===== src/rtl/proc_pkg.sv =====
// Shared processor definitions: default widths/depths and the fetch FSM state encoding.
package proc_pkg;

    localparam int PC_LEN_DEF = 32;
    localparam int W_DEF      = 32;
    localparam int D_DEF      = 128;

    typedef enum logic [2:0] {
        ST_IDLE   = 3'd0,
        ST_FETCH  = 3'd1,
        ST_HALTED = 3'd2,
        ST_FAULT  = 3'd3
    } fetch_state_e;

endpackage


===== src/rtl/fetch_ctrl.sv =====
// Instruction fetch controller: drives ins_mem addresses, registers fetched words
// behind a valid/ready handshake, and handles redirect, halt and fault conditions.
module fetch_ctrl
    import proc_pkg::*;
#(
    parameter int                PC_LEN   = PC_LEN_DEF,
    parameter int                W        = W_DEF,
    parameter int                D        = D_DEF,
    parameter logic [PC_LEN-1:0] RESET_PC = '0
) (
    input  logic              clk,
    input  logic              rst_n,
    input  logic              start,
    input  logic              halt_req,
    input  logic              redirect_valid,
    input  logic [PC_LEN-1:0] redirect_pc,
    output logic [PC_LEN-1:0] pcaddress,
    input  logic [W-1:0]      instruction,
    output logic              out_valid,
    input  logic              out_ready,
    output logic [W-1:0]      out_instr,
    output logic [PC_LEN-1:0] out_pc,
    output logic [2:0]        state,
    output logic              fault,
    output logic [15:0]       fetch_count
);

    localparam logic [PC_LEN:0]   PC_LIMIT = (PC_LEN + 1)'(4 * D);
    localparam logic [PC_LEN-1:0] LAST_PC  = PC_LEN'(4 * D - 4);
    localparam logic [PC_LEN-1:0] PC_STEP  = PC_LEN'(32'd4);

    fetch_state_e      state_q, state_d;
    logic [PC_LEN-1:0] pc_q, pc_d;
    logic              out_valid_q, out_valid_d;
    logic [W-1:0]      out_instr_q, out_instr_d;
    logic [PC_LEN-1:0] out_pc_q, out_pc_d;
    logic              fault_q, fault_d;
    logic [15:0]       fetch_count_q, fetch_count_d;

    logic accept;
    logic can_capture;
    logic redirect_bad;
    logic at_last;

    assign accept       = out_valid_q && out_ready;
    assign can_capture  = !out_valid_q || out_ready;
    assign redirect_bad = (redirect_pc[1:0] != 2'b00) || ({1'b0, redirect_pc} >= PC_LIMIT);
    // Advancing past the last word faults instead of wrapping.
    assign at_last      = (pc_q == LAST_PC);

    // State register.
    always_ff @(posedge clk) begin
        if (!rst_n) begin
            state_q <= ST_IDLE;
        end else begin
            state_q <= state_d;
        end
    end

    // Next-state logic; redirect outranks halt, halt outranks start.
    always_comb begin
        state_d = state_q;
        case (state_q)
            ST_IDLE: begin
                if (start) state_d = ST_FETCH;
                else       state_d = ST_IDLE;
            end
            ST_FETCH: begin
                if (redirect_valid) begin
                    if (redirect_bad) state_d = ST_FAULT;
                    else              state_d = ST_FETCH;
                end else if (halt_req) begin
                    state_d = ST_HALTED;
                end else if (can_capture && at_last) begin
                    state_d = ST_FAULT;
                end else begin
                    state_d = ST_FETCH;
                end
            end
            ST_HALTED: begin
                if (start && !halt_req) state_d = ST_FETCH;
                else                    state_d = ST_HALTED;
            end
            ST_FAULT: state_d = ST_FAULT;
            default:  state_d = ST_FAULT;
        endcase
    end

    // Datapath next values: PC, output register, fault flag and accept counter.
    always_comb begin
        pc_d        = pc_q;
        out_valid_d = out_valid_q;
        out_instr_d = out_instr_q;
        out_pc_d    = out_pc_q;
        if (accept && (fetch_count_q != 16'hFFFF)) fetch_count_d = fetch_count_q + 16'd1;
        else                                       fetch_count_d = fetch_count_q;

        case (state_q)
            ST_IDLE: begin
                pc_d        = RESET_PC;
                out_valid_d = 1'b0;
            end
            ST_FETCH: begin
                if (redirect_valid) begin
                    out_valid_d = 1'b0;
                    if (!redirect_bad) pc_d = redirect_pc;
                    else               pc_d = pc_q;
                end else if (halt_req) begin
                    out_valid_d = out_valid_q && !out_ready;
                end else if (can_capture) begin
                    if (at_last) begin
                        out_valid_d = 1'b0;
                    end else begin
                        out_instr_d = instruction;
                        out_pc_d    = pc_q;
                        out_valid_d = 1'b1;
                        pc_d        = pc_q + PC_STEP;
                    end
                end else begin
                    out_valid_d = out_valid_q;
                end
            end
            ST_HALTED: out_valid_d = out_valid_q && !out_ready;
            ST_FAULT:  out_valid_d = 1'b0;
            default:   out_valid_d = 1'b0;
        endcase

        if (state_d == ST_FAULT) begin
            fault_d     = 1'b1;
            out_valid_d = 1'b0;
        end else begin
            fault_d = fault_q;
        end
    end

    // Datapath registers.
    always_ff @(posedge clk) begin
        if (!rst_n) begin
            pc_q          <= RESET_PC;
            out_valid_q   <= 1'b0;
            out_instr_q   <= '0;
            out_pc_q      <= '0;
            fault_q       <= 1'b0;
            fetch_count_q <= 16'd0;
        end else begin
            pc_q          <= pc_d;
            out_valid_q   <= out_valid_d;
            out_instr_q   <= out_instr_d;
            out_pc_q      <= out_pc_d;
            fault_q       <= fault_d;
            fetch_count_q <= fetch_count_d;
        end
    end

    assign pcaddress   = pc_q;
    assign out_valid   = out_valid_q;
    assign out_instr   = out_instr_q;
    assign out_pc      = out_pc_q;
    assign state       = state_q;
    assign fault       = fault_q;
    assign fetch_count = fetch_count_q;

endmodule


===== config.mk =====
export PLATFORM = sky130hd
export DESIGN_NAME = fetch_ctrl
export DESIGN_NICKNAME = d
export VERILOG_FILES = /design/src/rtl/proc_pkg.sv /design/src/rtl/fetch_ctrl.sv
export SDC_FILE = /design/constraint.sdc
export NUM_CORES = 1
export LEC_CHECK = 0
export ABC_AREA = 1
export BUFFER_PORTS_ARGS = -buffer_cell sky130_fd_sc_hd__buf_2
export CORE_MARGIN = 8
export CORE_UTILIZATION = 45
export DETAILED_ROUTE_END_ITERATION = 16
export GPL_TIMING_DRIVEN = 1
export HOLD_SLACK_MARGIN = 0.03
export PLACE_DENSITY = 0.75
export SLEW_MARGIN = 5
export SYNTH_ARGS = -nofsm -noshare
export SYNTH_HDL_FRONTEND = slang
export SYNTH_SLANG_ARGS = --single-unit
export TNS_END_PERCENT = 50

===== constraint.sdc =====
create_clock -name clk -period 3.69 [get_ports clk]
set_input_delay 0.369 -clock clk [delete_from_list [all_inputs] [get_ports clk]]
set_output_delay 0.369 -clock clk [all_outputs]
set_load 0.1 [all_outputs]

# Word level (Yosys, flattened, before mapping)
# Cells that the tools add are included.
# totals
reg_bits	117
inputBits	70
out_inout_bits	117
elab_cells	58
# op_classes
n_addsub	2
magnitude_cmp	1
n_eq_ne	10
mux	18
n_bitwise	4
n_reduce_logical	16
# ops
op	count
$mux W32	5
$pmux W32 S2	1
$add A32 B3 Y32 const B	1
$eq A32 B9 Y1 const B	1
$ge A32 B10 Y1 const B	1
$add A16 B1 Y16 const B	1
$ne A16 B16 Y1 const B	1
$ne A3 B3 Y1 const B	4
$reduce_and A5 Y1	2
$pmux W3 S3	1
$mux W2	4
$eq A3 B2 Y1 const B	2
$logic_and A1 B1 Y1	5
$mux W1	5
$ne A4 B4 Y1 const B	1
$not A1 Y1	4
$reduce_bool A2 Y1	2
$eq A3 B1 Y1 const B	1
$logic_not A1 Y1	3
$logic_not A3 Y1	1
$mux W3	1
$logic_or A1 B1 Y1	2
$pmux W1 S2	1
$reduce_or A2 Y1	1

# Logic depth before layout (Yosys ltp)
# Gate-level depths: netlist (run 1).
# depth
depth_word	9
depth_mapped	13
mapped_depth_nobuf	12

# Worst setup path before layout (run 1)
# No wires, ideal clock.
# synth_timing
path_type	reg-to-reg
startpoint	reg pc_q[3] (netlist: pcaddress[3])
endpoint	reg pc_q[11] (netlist: pcaddress[11])
setup_time_ns	0.117
t_arrival_ns	2.456
required_ns	3.573
setup_slack_ns	1.117
path_stages_with_launch	14
path_buffers	1
period_less_slack_ns	2.573
cell_sequence	dfxtp_1 -> ha_1 -> inv_1 -> nor2_4 -> nand2_2 -> nor2_4 -> nand3_2 -> nand2_4 -> nand2_4 -> nand2_4 -> inv_4 -> buf_6 -> nor2_1 -> nor2_1
# synth_via
elab_chain_cells	6
word_cells_on_any_way	9
cone_classes	add/sub (1); eq/ne (2); mux (5); reduce/logical (1)
# synth_lines
element	line_no	rtl
start: declaration	fetch_ctrl.sv:33	logic [PC_LEN-1:0] pc_q, pc_d;
start signal: assignment	fetch_ctrl.sv:146	pc_q <= pc_d;
$add A32 B3 Y32	fetch_ctrl.sv:117	pc_d = pc_q + PC_STEP;
$mux W32	fetch_ctrl.sv:111	if (at_last) begin
$mux W32	fetch_ctrl.sv:110	end else if (can_capture) begin
$mux W32	fetch_ctrl.sv:108	end else if (halt_req) begin
$mux W32	fetch_ctrl.sv:104	if (redirect_valid) begin
$pmux W32 S2	fetch_ctrl.sv:98	case (state_q)
# Parallel ways exist; a longest one is shown, timed or not. The select of a mux whose other input is x is not followed.
# A chain may end at the register's enable or synchronous reset.

# Worst setup path after layout (run 1)
# layout_timing
startpoint	reg state_q[1] (netlist: state[1])
endpoint	reg pc_q[21] (netlist: pcaddress[21])
# layout_via
elab_chain_cells	3
word_cells_on_any_way	9
cone_classes	eq/ne (5); mux (1); reduce/logical (3)
# layout_lines
element	line_no	rtl
start: declaration	fetch_ctrl.sv:32	fetch_state_e state_q, state_d;
start signal: assignment	fetch_ctrl.sv:56	state_q <= state_d;
$eq A3 B1 Y1 or $logic_not A3 Y1 (tied branches)	fetch_ctrl.sv:98	
$ne A3 B3 Y1 (no source line) or $reduce_bool A2 Y1 (tied branches)	-	
$reduce_and A5 Y1 (no source line)	-	
# Parallel ways exist; a longest one is shown, timed or not.

==> results of run 1 <==
==> cells by family after synthesis <==
| group | after synthesis | share of synthesized area [%] |
|---|---|---|
| compound gates | 157 | 14.1 |
| fa+ha+maj | 6 | 1.29 |
| simple gates | 482 | 34.9 |
| flops | 116 | 39.8 |
| xor+xnor | 11 | 1.65 |
| buf+inv | 103 | 8.27 |
| other cells | 1 | 0.0642 |
==> metrics by stage <==
stage	total power [mW]	setup slack, ps	utilization, %	hold slack [ps]	cell area, sq um
floorplan	2.11	1120	-	504	5840
global placement	2.25	1290	53.5	435	6750
detailed placement	2.26	1200	53.5	445	6750
CTS	3.85	1160	58.1	152	7330
global route	3.96	837	58.1	162	7330
finish	3.82	1170	58.1	168	7330
==> worst min-delay path, cell delays in order <==
cell and delay, ps:
sky130_fd_sc_hd__buf_2 70, sky130_fd_sc_hd__nor2_1 30, sky130_fd_sc_hd__nor2_1 80
==> how the worst min path moves through the flow <==
stage	to	slack, ps
after detailed placement	fault	440
final	out_instr[22]	170
after global placement	fault	430
after floorplan	out_instr[28]	500
after global routing	out_instr[22]	160
after CTS	out_instr[30]	150
==> routing by layer <==
layer  up-vias  global-route usage (%)  wire (microns)
met5         -                       0               0
met4         0                    9.08             356
met3        27                    5.92            1440
met2       231                    33.0            8180
met1      2837                    27.0            7990
li1       3149                       -               -
==> placed cells by master (no fill, tap or decap), types with 2 or more instances in the layout <==
cell	count
sky130_fd_sc_hd__buf_4	2
sky130_fd_sc_hd__clkinv_2	2
sky130_fd_sc_hd__inv_1	59
sky130_fd_sc_hd__or2_2	5
sky130_fd_sc_hd__clkbuf_8	2
sky130_fd_sc_hd__nor2_4	5
sky130_fd_sc_hd__clkinv_4	3
sky130_fd_sc_hd__nand4_1	8
sky130_fd_sc_hd__nand3b_1	7
sky130_fd_sc_hd__nor3b_1	5
sky130_fd_sc_hd__clkinvlp_4	5
sky130_fd_sc_hd__nand3_1	43
sky130_fd_sc_hd__a211oi_1	2
sky130_fd_sc_hd__ha_1	6
sky130_fd_sc_hd__o21ai_0	81
sky130_fd_sc_hd__nor3_1	14
sky130_fd_sc_hd__nand2_4	3
sky130_fd_sc_hd__a21oi_2	3
sky130_fd_sc_hd__nand2_2	2
sky130_fd_sc_hd__a22oi_1	2
sky130_fd_sc_hd__clkbuf_16	17
sky130_fd_sc_hd__nand2_1	180
sky130_fd_sc_hd__o21ai_1	10
sky130_fd_sc_hd__buf_2	185
sky130_fd_sc_hd__nor2_1	207
sky130_fd_sc_hd__inv_6	3
sky130_fd_sc_hd__xor2_1	11
sky130_fd_sc_hd__a21oi_1	54
sky130_fd_sc_hd__dfxtp_1	116
==> report_power, final <==
group	internal [mW]	switching, mW
Combinational	0.152	0.705
Clock	0.967	0.620
Sequential	1.32	0.0634
==> registers in the layout (all words and copies together) (netlist names) <==
name         cells
state            2
out_instr       32
fault            1
pcaddress       32
out_pc          32
fetch_count     16
out_valid        1
==> layout make-up <==
class	count	area (sq um)	share of cell area, %
clock buffers	19	453	6.18
clock inverters	13	125	1.71
inverters	63	240	3.28
multi-input cells	657	3030	41.4
flip-flops and latches	116	2320	31.7
well taps	172	215	2.94
repair buffers	187	941	12.8
==> results.toml, run 1 <==
[route]
route.detailed.vias_per_inst = 5.09
routed_wirelength_mm = 18.0
post-route-drc-count = 0
detailedRoute.firstPassIterationCount = 4
first_drt_iteration_drcs = 504
via_count = 6244
ant_nets = 0
route.detailed.wl_per_inst_microns = 14.6

[timing]
unrepaired_setup_endpoints_after_global_routing = "no"
finalWorstPathRequiredPeriod_ps = 2520
timing.max_slew.rel_slack_pct = 47.2
setup_viol = 0
fmax_mhz = 396
finalSetupTns_ps = 0
final.setup_skew_ps = 9.34
hold_violations = 0
slew_at_the_pin_closest_to_its_max_slew_limit_ps = 792
final.period_utilization_pct = 68.4
number_of_max_slew_violations_in_the_final_report = 0

[clock_tree]
max-clock-path-buffers = 2
insertion_delay_ps = 420
postCtsSetupRepairBufs = 0
cts_root_buffer = "sky130_fd_sc_hd__clkbuf_16"
numClockSinks = 116
ctsHtreeMaxLevel = 4
cts_tree = "yes"
clk_pin_slew_ps = 60
cts_resized = 0
holdBufCountCts = 0
cts_inserted_buffers = 17

[floorplanning]
fp.dieArea_sq_mm = 0.0169
dieHeight_microns = 130
fp.coreArea_sq_mm = 0.0126
initial_core_util_pct = 46.3
fp.dieW_microns = 130
floorplan.rows = 41
io-pin-count = 187

[synthesis]
netlist.area_leader.share_pct = 39.8
ffs_w_async_s_r_synth_pct = 0
synth-edff-count = 0
yosys_register_bits = 116
post-synth-top-area-cell = "sky130_fd_sc_hd__dfxtp_1"
synth.most_common_cell = "sky130_fd_sc_hd__nor2_1"
netlist_instances = 876
post_synth.cell_area_avg_sq_um = 6.66
postSynthNetCount = 952
ys.warnings.count = 0
yosysUniqueCellTypes = 39
post_synth_main_area_contributors = "sky130_fd_sc_hd__dfxtp_1 40%, sky130_fd_sc_hd__nor2_1 13%, sky130_fd_sc_hd__nand2_1 12%, sky130_fd_sc_hd__o21ai_0 6.9%, sky130_fd_sc_hd__a21oi_1 4.6%"
synth.cell_area_sq_mm = 0.00584
synth.cells.most_frequent = "207 x sky130_fd_sc_hd__nor2_1, 180 x sky130_fd_sc_hd__nand2_1, 116 x sky130_fd_sc_hd__dfxtp_1, 81 x sky130_fd_sc_hd__o21ai_0, 59 x sky130_fd_sc_hd__inv_1"
ys.flop_type = "sky130_fd_sc_hd__dfxtp_1"
yosysSeqAreaShare_pct = 39.8

[pwr]
power_density_mw_per_mm2 = 522
p_leak_nw = 3.34
ir_worst_vdd_uv = 351

[global_route]
grt_max_degree = 88
grt.total_usage_pct = 21.2
initial_antenna_violation_count = 0
grt_pass1_wl_mm = 28.6
globalRouteOverflowTotal = 0
first_global_vias = 5791

[worst_setup_path]
ff2ff_setup_slack_ps = 1170
worst_path_dominant_cell_family = "buffers and inverters"
start_kind = "flop"
timing.critical_path.fanout_max = 87
cpPeakStageDelay_ps = 590
timing.setup.critical_path_class = "flop to flop"
cp_cell_sequence = "inv_1 -> ha_1 -> inv_1 -> nor2_4 -> inv_1 -> nor2_4 -> buf_4 -> o21ai_0 -> a21oi_1"
critical_path.reg2reg.endpoint = "pcaddress[21]"
worst_path_required_time_ps = 4040
termination_of_the_worst_setup_path = "pcaddress[21]"
critical_path.reg2reg.startpoint = "state[1]"
critical_path.endpoint_type = "flop"
number_of_cells_on_the_worst_reg_to_reg_path = 9
worst_path_max_delay_cell = "sky130_fd_sc_hd__buf_4"
cp-startpoint = "state[1]"
worst-path-buf-inv = 4
cpMostUsedCell = "sky130_fd_sc_hd__inv_1"
critPathArrivalTime_ps = 2870
path_depth = 9

[finish]
layout-drive-gt1-share_pct = 22.8
finalNonFillerCells = 1227
nFillCells = 1269
nNetsFinal = 1118
area_growth_syn_to_layout_pct = 25.6
insertedDiodeCount = 0

[place]
port_buffers = 185
post-dp-hpwl_mm = 13.0
gpl.final_weighted_congestion = 0.941
placed_cells_incl_taps = 1195

[job]
drv_cap = 0

[status]
status = "complete, no violations"

[hold_path]
min_from = "instruction[22]"
hold_path_class = "input pin to flop"
min_delay_path_depth = 3
No activity file was read; power rests on OpenSTA's default activity.
==> run 2, diff against run 1 <==
--- a/config.mk
+++ b/config.mk
@@ -5,7 +5,7 @@
 export SDC_FILE = /design/constraint.sdc
 export NUM_CORES = 1
 export LEC_CHECK = 0
-export ABC_AREA = 1
+export ABC_AREA = 0
 export BUFFER_PORTS_ARGS = -buffer_cell sky130_fd_sc_hd__buf_2
 export CORE_MARGIN = 8
 export CORE_UTILIZATION = 45
==> constraint.sdc (replaced) <==
create_clock -name clk -period 2.4 [get_ports clk]
set_input_delay 0.24 -clock clk [delete_from_list [all_inputs] [get_ports clk]]
set_output_delay 0.24 -clock clk [all_outputs]
set_load 0.1 [all_outputs]
==> run 2 against run 1 <==
Global-route usage increased by 1.4 points. Synthesized area decreased by 1.1%. Via count increased by 0.88%. Fmax increased by 14%. Clock skew about the same. Register-to-register slack got worse by 970 ps. Combinational power decreased by 17%. Critical path type unchanged. Critical endpoint is now pcaddress[28]. Largest cell class unchanged. Largest power group unchanged.
==> results.toml, run 2 <==
[synthesis]
post_synth.cell_area_avg_sq_um = 8.02
post_synth_main_area_contributors = "sky130_fd_sc_hd__dfxtp_1 40%, sky130_fd_sc_hd__a21oi_1 7.6%, sky130_fd_sc_hd__nand3_1 7.6%, sky130_fd_sc_hd__o21ai_0 6.2%, sky130_fd_sc_hd__nand2_1 3.1%"
yosysSeqAreaShare_pct = 40.2
yosysUniqueCellTypes = 63
synth.cells.most_frequent = "116 x sky130_fd_sc_hd__dfxtp_1, 88 x sky130_fd_sc_hd__a21oi_1, 88 x sky130_fd_sc_hd__nand3_1, 71 x sky130_fd_sc_hd__o21ai_0, 47 x sky130_fd_sc_hd__nand2_1"
yosys_register_bits = 116
ffs_w_async_s_r_synth_pct = 0
postSynthNetCount = 796
ys.flop_type = "sky130_fd_sc_hd__dfxtp_1"
post-synth-top-area-cell = "sky130_fd_sc_hd__dfxtp_1"
synth-edff-count = 0
ys.warnings.count = 0
netlist_instances = 720
synth.cell_area_sq_mm = 0.00577
netlist.area_leader.share_pct = 40.2
synth.most_common_cell = "sky130_fd_sc_hd__dfxtp_1"

[route]
routed_wirelength_mm = 19.2
ant_nets = 0
route.detailed.wl_per_inst_microns = 17.9
detailedRoute.firstPassIterationCount = 8
first_drt_iteration_drcs = 611
post-route-drc-count = 0
route.detailed.vias_per_inst = 5.85
via_count = 6299

[finish]
nFillCells = 1168
area_growth_syn_to_layout_pct = 31.0
area_occupied_by_multi_input_gates_sq_mm = 0.00315
ff_latch_area_sq_mm = 0.00234
finalNonFillerCells = 1076
layout_commonest_cell = "sky130_fd_sc_hd__buf_2"
layout-drive-gt1-share_pct = 31.7
nNetsFinal = 966
final_cell_mix = "185 x sky130_fd_sc_hd__buf_2, 99 x sky130_fd_sc_hd__dfxtp_1, 88 x sky130_fd_sc_hd__a21oi_1"

[place]
port_buffers = 185
gpl.final_weighted_congestion = 0.976
placed_cells_incl_taps = 1043
post-dp-hpwl_mm = 13.6

[global_route]
grt_pass1_wl_mm = 30.1
grt.total_usage_pct = 22.6
grt_max_degree = 52
first_global_vias = 5859
globalRouteOverflowTotal = 0
initial_antenna_violation_count = 1

[floorplanning]
fp.dieArea_sq_mm = 0.0167
io-pin-count = 187
initial_core_util_pct = 45.9
fp.dieW_microns = 129
fp.coreArea_sq_mm = 0.0126
floorplan.rows = 41
dieHeight_microns = 129

[timing]
final.period_utilization_pct = 91.9
number_of_max_slew_violations_in_the_final_report = 0
timing.max_slew.rel_slack_pct = 52.3
hold_violations = 0
setup_viol = 0
unrepaired_setup_endpoints_after_global_routing = "no"
final.setup_skew_ps = 8.96
fmax_mhz = 454
slew_at_the_pin_closest_to_its_max_slew_limit_ps = 712
finalWorstPathRequiredPeriod_ps = 2200

[worst_setup_path]
cp-startpoint = "pcaddress[2]"
worst_path_required_time_ps = 2720
critical_path.reg2reg.startpoint = "pcaddress[2]"
termination_of_the_worst_setup_path = "pcaddress[28]"
critical_path.endpoint_type = "flop"
number_of_cells_on_the_worst_reg_to_reg_path = 7
start_kind = "flop"
critPathArrivalTime_ps = 2530
critical_path.reg2reg.endpoint = "pcaddress[28]"
ff2ff_setup_slack_ps = 200
timing.setup.critical_path_class = "flop to flop"
timing.critical_path.fanout_max = 10

[clock_tree]
ctsHtreeMaxLevel = 4
clk_pin_slew_ps = 60
numClockSinks = 116
cts_resized = 0
postCtsSetupRepairBufs = 0
cts_root_buffer = "sky130_fd_sc_hd__clkbuf_16"
insertion_delay_ps = 420
cts_inserted_buffers = 17
cts_tree = "yes"
max-clock-path-buffers = 2
holdBufCountCts = 0

[hold_path]
hold_path_class = "input pin to flop"
min_delay_path_depth = 3

[pwr]
ir_worst_vdd_uv = 443
power_density_mw_per_mm2 = 686
power_mw = 5.19
p_leak_nw = 3.14

[job]
drv_cap = 0

[status]
status = "complete, no violations"
-- run 2: cell types whose count changed in the layout (fill, tap and decap cells not counted), moves of 17 or more --
cell,previous run,this run
sky130_fd_sc_hd__dfxtp_2,0,17
sky130_fd_sc_hd__inv_1,59,9
sky130_fd_sc_hd__a21oi_1,54,88
sky130_fd_sc_hd__dfxtp_1,116,99
sky130_fd_sc_hd__nand2_1,180,47
sky130_fd_sc_hd__buf_4,2,28
sky130_fd_sc_hd__nor2_1,207,24
sky130_fd_sc_hd__nand3_1,43,86
-- run 2: area by class of cell --
class | count | share of cell area (%)
flip-flops and latches | 116 | 31.0
clock buffers | 19 | 5.99
repair buffers | 217 | 16.1
inverters | 11 | 0.546
diodes | 1 | 0.0331
clock inverters | 13 | 1.75
multi-input cells | 527 | 41.7
well taps | 172 | 2.85
-- run 2: metrics by stage --
stage / setup WS, ps / util, % / TNS, ps / hold slack (ps) / instance area, sq um
after CTS: 255 / 60.1 / 0 / 55.8 / 7560
after global routing: 69.7 / 60.1 / 0 / 61.6 / 7560
after detailed placement: 300 / 55.5 / 0 / 464 / 6970
final: 195 / 60.1 / 0 / 63.3 / 7560
after global placement: 367 / 55.5 / 0 / 458 / 6970
after floorplan: -121 / - / -997 / 388 / 5790
-- run 2: cells by family (layout without fill, tap and decap cells) --
family | Yosys count | count (layout) | share of synthesized area, %
xor gates and xnor gates | 12 | 12 | 1.82
DFF | 116 | 116 | 40.2
other | 1 | 2 | 0.0650
buffers and inverters | 77 | 260 | 5.44
muxes | 7 | 7 | 1.24
AOI/OAI and AO/OA | 243 | 243 | 25.4
adders and majority gates | 7 | 7 | 1.47
and+or+nand+nor | 257 | 257 | 24.3
-- run 2: metal layers --
layer	wire length [microns]	share of wire [%]	vias up	GRT usage, %
li1	-	-	3043	-
met1	7870	41	2936	27.6
met2	9220	48	297	36.6
met3	1820	9.4	23	7.60
met4	323	1.7	0	7.39
met5	0	0	-	0
-- run 2: power breakdown --
group / internal (mW) / switching (mW) / total [mW]
registers: 1.96 / 0.0255 / 1.98
clock network: 1.57 / 0.921 / 2.49
logic: 0.192 / 0.519 / 0.710
total: 3.72 / 1.47 / 5.19
-- run 2: critical path, cell delays in order (launching register included) --
cell and delay [ps]:
sky130_fd_sc_hd__dfxtp_2 390, sky130_fd_sc_hd__ha_1 240, sky130_fd_sc_hd__nand4_2 230, sky130_fd_sc_hd__nor2_2 270, sky130_fd_sc_hd__a31o_2 310, sky130_fd_sc_hd__a21oi_1 150
sky130_fd_sc_hd__buf_4 220, sky130_fd_sc_hd__a311oi_1 280
-- run 2: worst min path at each step --
stage / from / endpoint / slack, ps
floorplan: instruction[0] / out_instr[0] / 390
global placement: out_instr[13] / out_instr[13] / 460
detailed placement: out_instr[23] / out_instr[23] / 460
CTS: instruction[3] / out_instr[3] / 60
global route: instruction[0] / out_instr[0] / 60
finish: instruction[10] / out_instr[10] / 60
==> run 3, diff against run 2 <==
--- a/config.mk
+++ b/config.mk
@@ -7,12 +7,13 @@
 export LEC_CHECK = 0
 export ABC_AREA = 0
 export BUFFER_PORTS_ARGS = -buffer_cell sky130_fd_sc_hd__buf_2
-export CORE_MARGIN = 8
+export CORE_MARGIN = 2
 export CORE_UTILIZATION = 45
 export DETAILED_ROUTE_END_ITERATION = 16
 export GPL_TIMING_DRIVEN = 1
 export HOLD_SLACK_MARGIN = 0.03
 export PLACE_DENSITY = 0.75
+export RECOVER_POWER = 25
 export SLEW_MARGIN = 5
 export SYNTH_ARGS = -nofsm -noshare
 export SYNTH_HDL_FRONTEND = slang
==> run 3 against run 2 <==
Fmax fell by 2.5%. Cell count rose by 0.46%. Register-to-register slack got worse by 60 ps. Flip-flop and latch count did not move. Via count rose by 1.5%. Setup slack got worse by 56 ps. Clock power barely moved. Global-route usage rose by 4.0 points. Sequential power barely moved. Hold slack improved by 6.1 ps. Clock skew fell by 1.6 ps. Largest power group unchanged. Highest routed layer unchanged.
==> results.toml, run 3 (same netlist as run 2, synthesis figures left out) <==
[status]
status = "complete, no violations"

[place]
gpl.final_weighted_congestion = 0.910
dpl_worst_slack_ps = 18.9
postPlaceCellArea_sq_mm = 0.00702
placed_cells_incl_taps = 1049
port_buffers = 185
post-dp-hpwl_mm = 12.6

[route]
first_drt_iteration_drcs = 570
detailedRoute.firstPassIterationCount = 5
post-route-drc-count = 0
route.detailed.vias_per_inst = 5.92
ant_nets = 0
routed_wirelength_mm = 18.5
route.detailed.wl_per_inst_microns = 17.1
via_count = 6395

[finish]
finalNonFillerCells = 1081
layout-drive-gt1-share_pct = 25.6
layout_commonest_cell = "sky130_fd_sc_hd__buf_2"
insertedDiodeCount = 0
nNetsFinal = 972
area_growth_syn_to_layout_pct = 30.5
fraction_of_the_core_area_covered_by_cells_at_the_end_of_the_flow_pct = 60.0
area_occupied_by_multi_input_gates_sq_mm = 0.00316
final_cell_mix = "128 x sky130_fd_sc_hd__buf_2, 99 x sky130_fd_sc_hd__dfxtp_1, 88 x sky130_fd_sc_hd__a21oi_1"
nFillCells = 1173
finalInstanceArea_sq_mm = 0.00753
ff_latch_area_sq_mm = 0.00234

[global_route]
globalRouteOverflowTotal = 0
initial_antenna_violation_count = 0
grt_max_degree = 77
grt.total_usage_pct = 26.6
first_global_vias = 5671
grt_pass1_wl_mm = 28.6

[timing]
slew_at_the_pin_closest_to_its_max_slew_limit_ps = 1230
fmax_mhz = 442
hold_violations = 0
unrepaired_setup_endpoints_after_global_routing = "yes"
finalSetupTns_ps = 0
timing.max_slew.rel_slack_pct = 18.4
setup_viol = 0
final.setup_skew_ps = 7.36
fin_hold_ws_ps = 69.4
finalWorstPathRequiredPeriod_ps = 2260
final.period_utilization_pct = 94.2
layout_setup_ws_ps = 139
number_of_max_slew_violations_in_the_final_report = 0

[pwr]
p_leak_nw = 2.92
power_density_mw_per_mm2 = 687
ir_worst_vdd_uv = 422
power_mw = 5.18

[worst_setup_path]
timing.critical_path.fanout_max = 7
start_kind = "flop"
critical_path.endpoint_type = "flop"
worst_path_required_time_ps = 2680
timing.setup.critical_path_class = "flop to flop"
critPathArrivalTime_ps = 2540

[clock_tree]
cts_root_buffer = "sky130_fd_sc_hd__clkbuf_16"
holdBufCountCts = 0
insertion_delay_ps = 420
max-clock-path-buffers = 2
cts_inserted_buffers = 17
ctsHtreeMaxLevel = 4
cts_tree = "yes"
numClockSinks = 116
clk_pin_slew_ps = 50

[floorplanning]
fp.coreArea_sq_mm = 0.0126
io-pin-count = 187
fp.dieW_microns = 117
fp.dieArea_sq_mm = 0.0137
floorplan.rows = 41
dieHeight_microns = 117
initial_core_util_pct = 45.9

[job]
drv_cap = 0

[hold_path]
hold_path_class = "input pin to flop"
[run 3: changes by cell type in the layout (fill, tap and decap cells not counted), sizes merged]
cell,change
diode,-1
clkinvlp,-1
inv,-1
clkbuf,+61
clkinv,-2
buf,-51
[run 3: cell type report]
type | count | share of cell area [%]
sequential | 116 | 31.1
clock buffer | 23 | 6.34
timing repair buffer | 223 | 15.8
inverter | 11 | 0.548
clock inverter | 9 | 1.36
tap | 172 | 2.86
multi-input combinational | 527 | 42.0
[run 3: worst paths after layout]
path | start | end | slack, ps | cells past startpoint
worst max-delay path | pcaddress[2] | pcaddress[16] | 140 | 6
worst min register to register | out_pc[25] | out_pc[25] | 470 | 2
worst max register to register | pcaddress[2] | pcaddress[16] | 140 | 6
worst min-delay path | instruction[16] | out_instr[16] | 70 | 3
[run 3: report_power, final]
part | total [mW] | internal (mW) | switching [mW]
Sequential | 1.98 | 1.96 | 0.0250
Clock | 2.47 | 1.60 | 0.875
Combinational | 0.720 | 0.194 | 0.526
Total | 5.18 | 3.75 | 1.43
[run 3: routing by layer]
metal,global-route usage (%),part of all wire [%],vias up
met4,12.3,2.6,0
met5,0,0,-
met2,41.1,47,284
met1,35.9,43,3000
li1,-,-,3070
met3,5.20,7.7,41
[run 3: timing repair]
action,in CTS,in global routing
resized for setup,1,2
endpoints found under the setup margin,5,29
setup buffers,0,0
[run 3: critical path, stage by stage, from the launching register on]
cell                        delay (ps)
sky130_fd_sc_hd__dfxtp_2           400
sky130_fd_sc_hd__ha_1              270
sky130_fd_sc_hd__nand4_2           270
sky130_fd_sc_hd__nor3_1            420
sky130_fd_sc_hd__nand2_1           140
sky130_fd_sc_hd__a2111oi_0         470
sky130_fd_sc_hd__o32ai_1           150
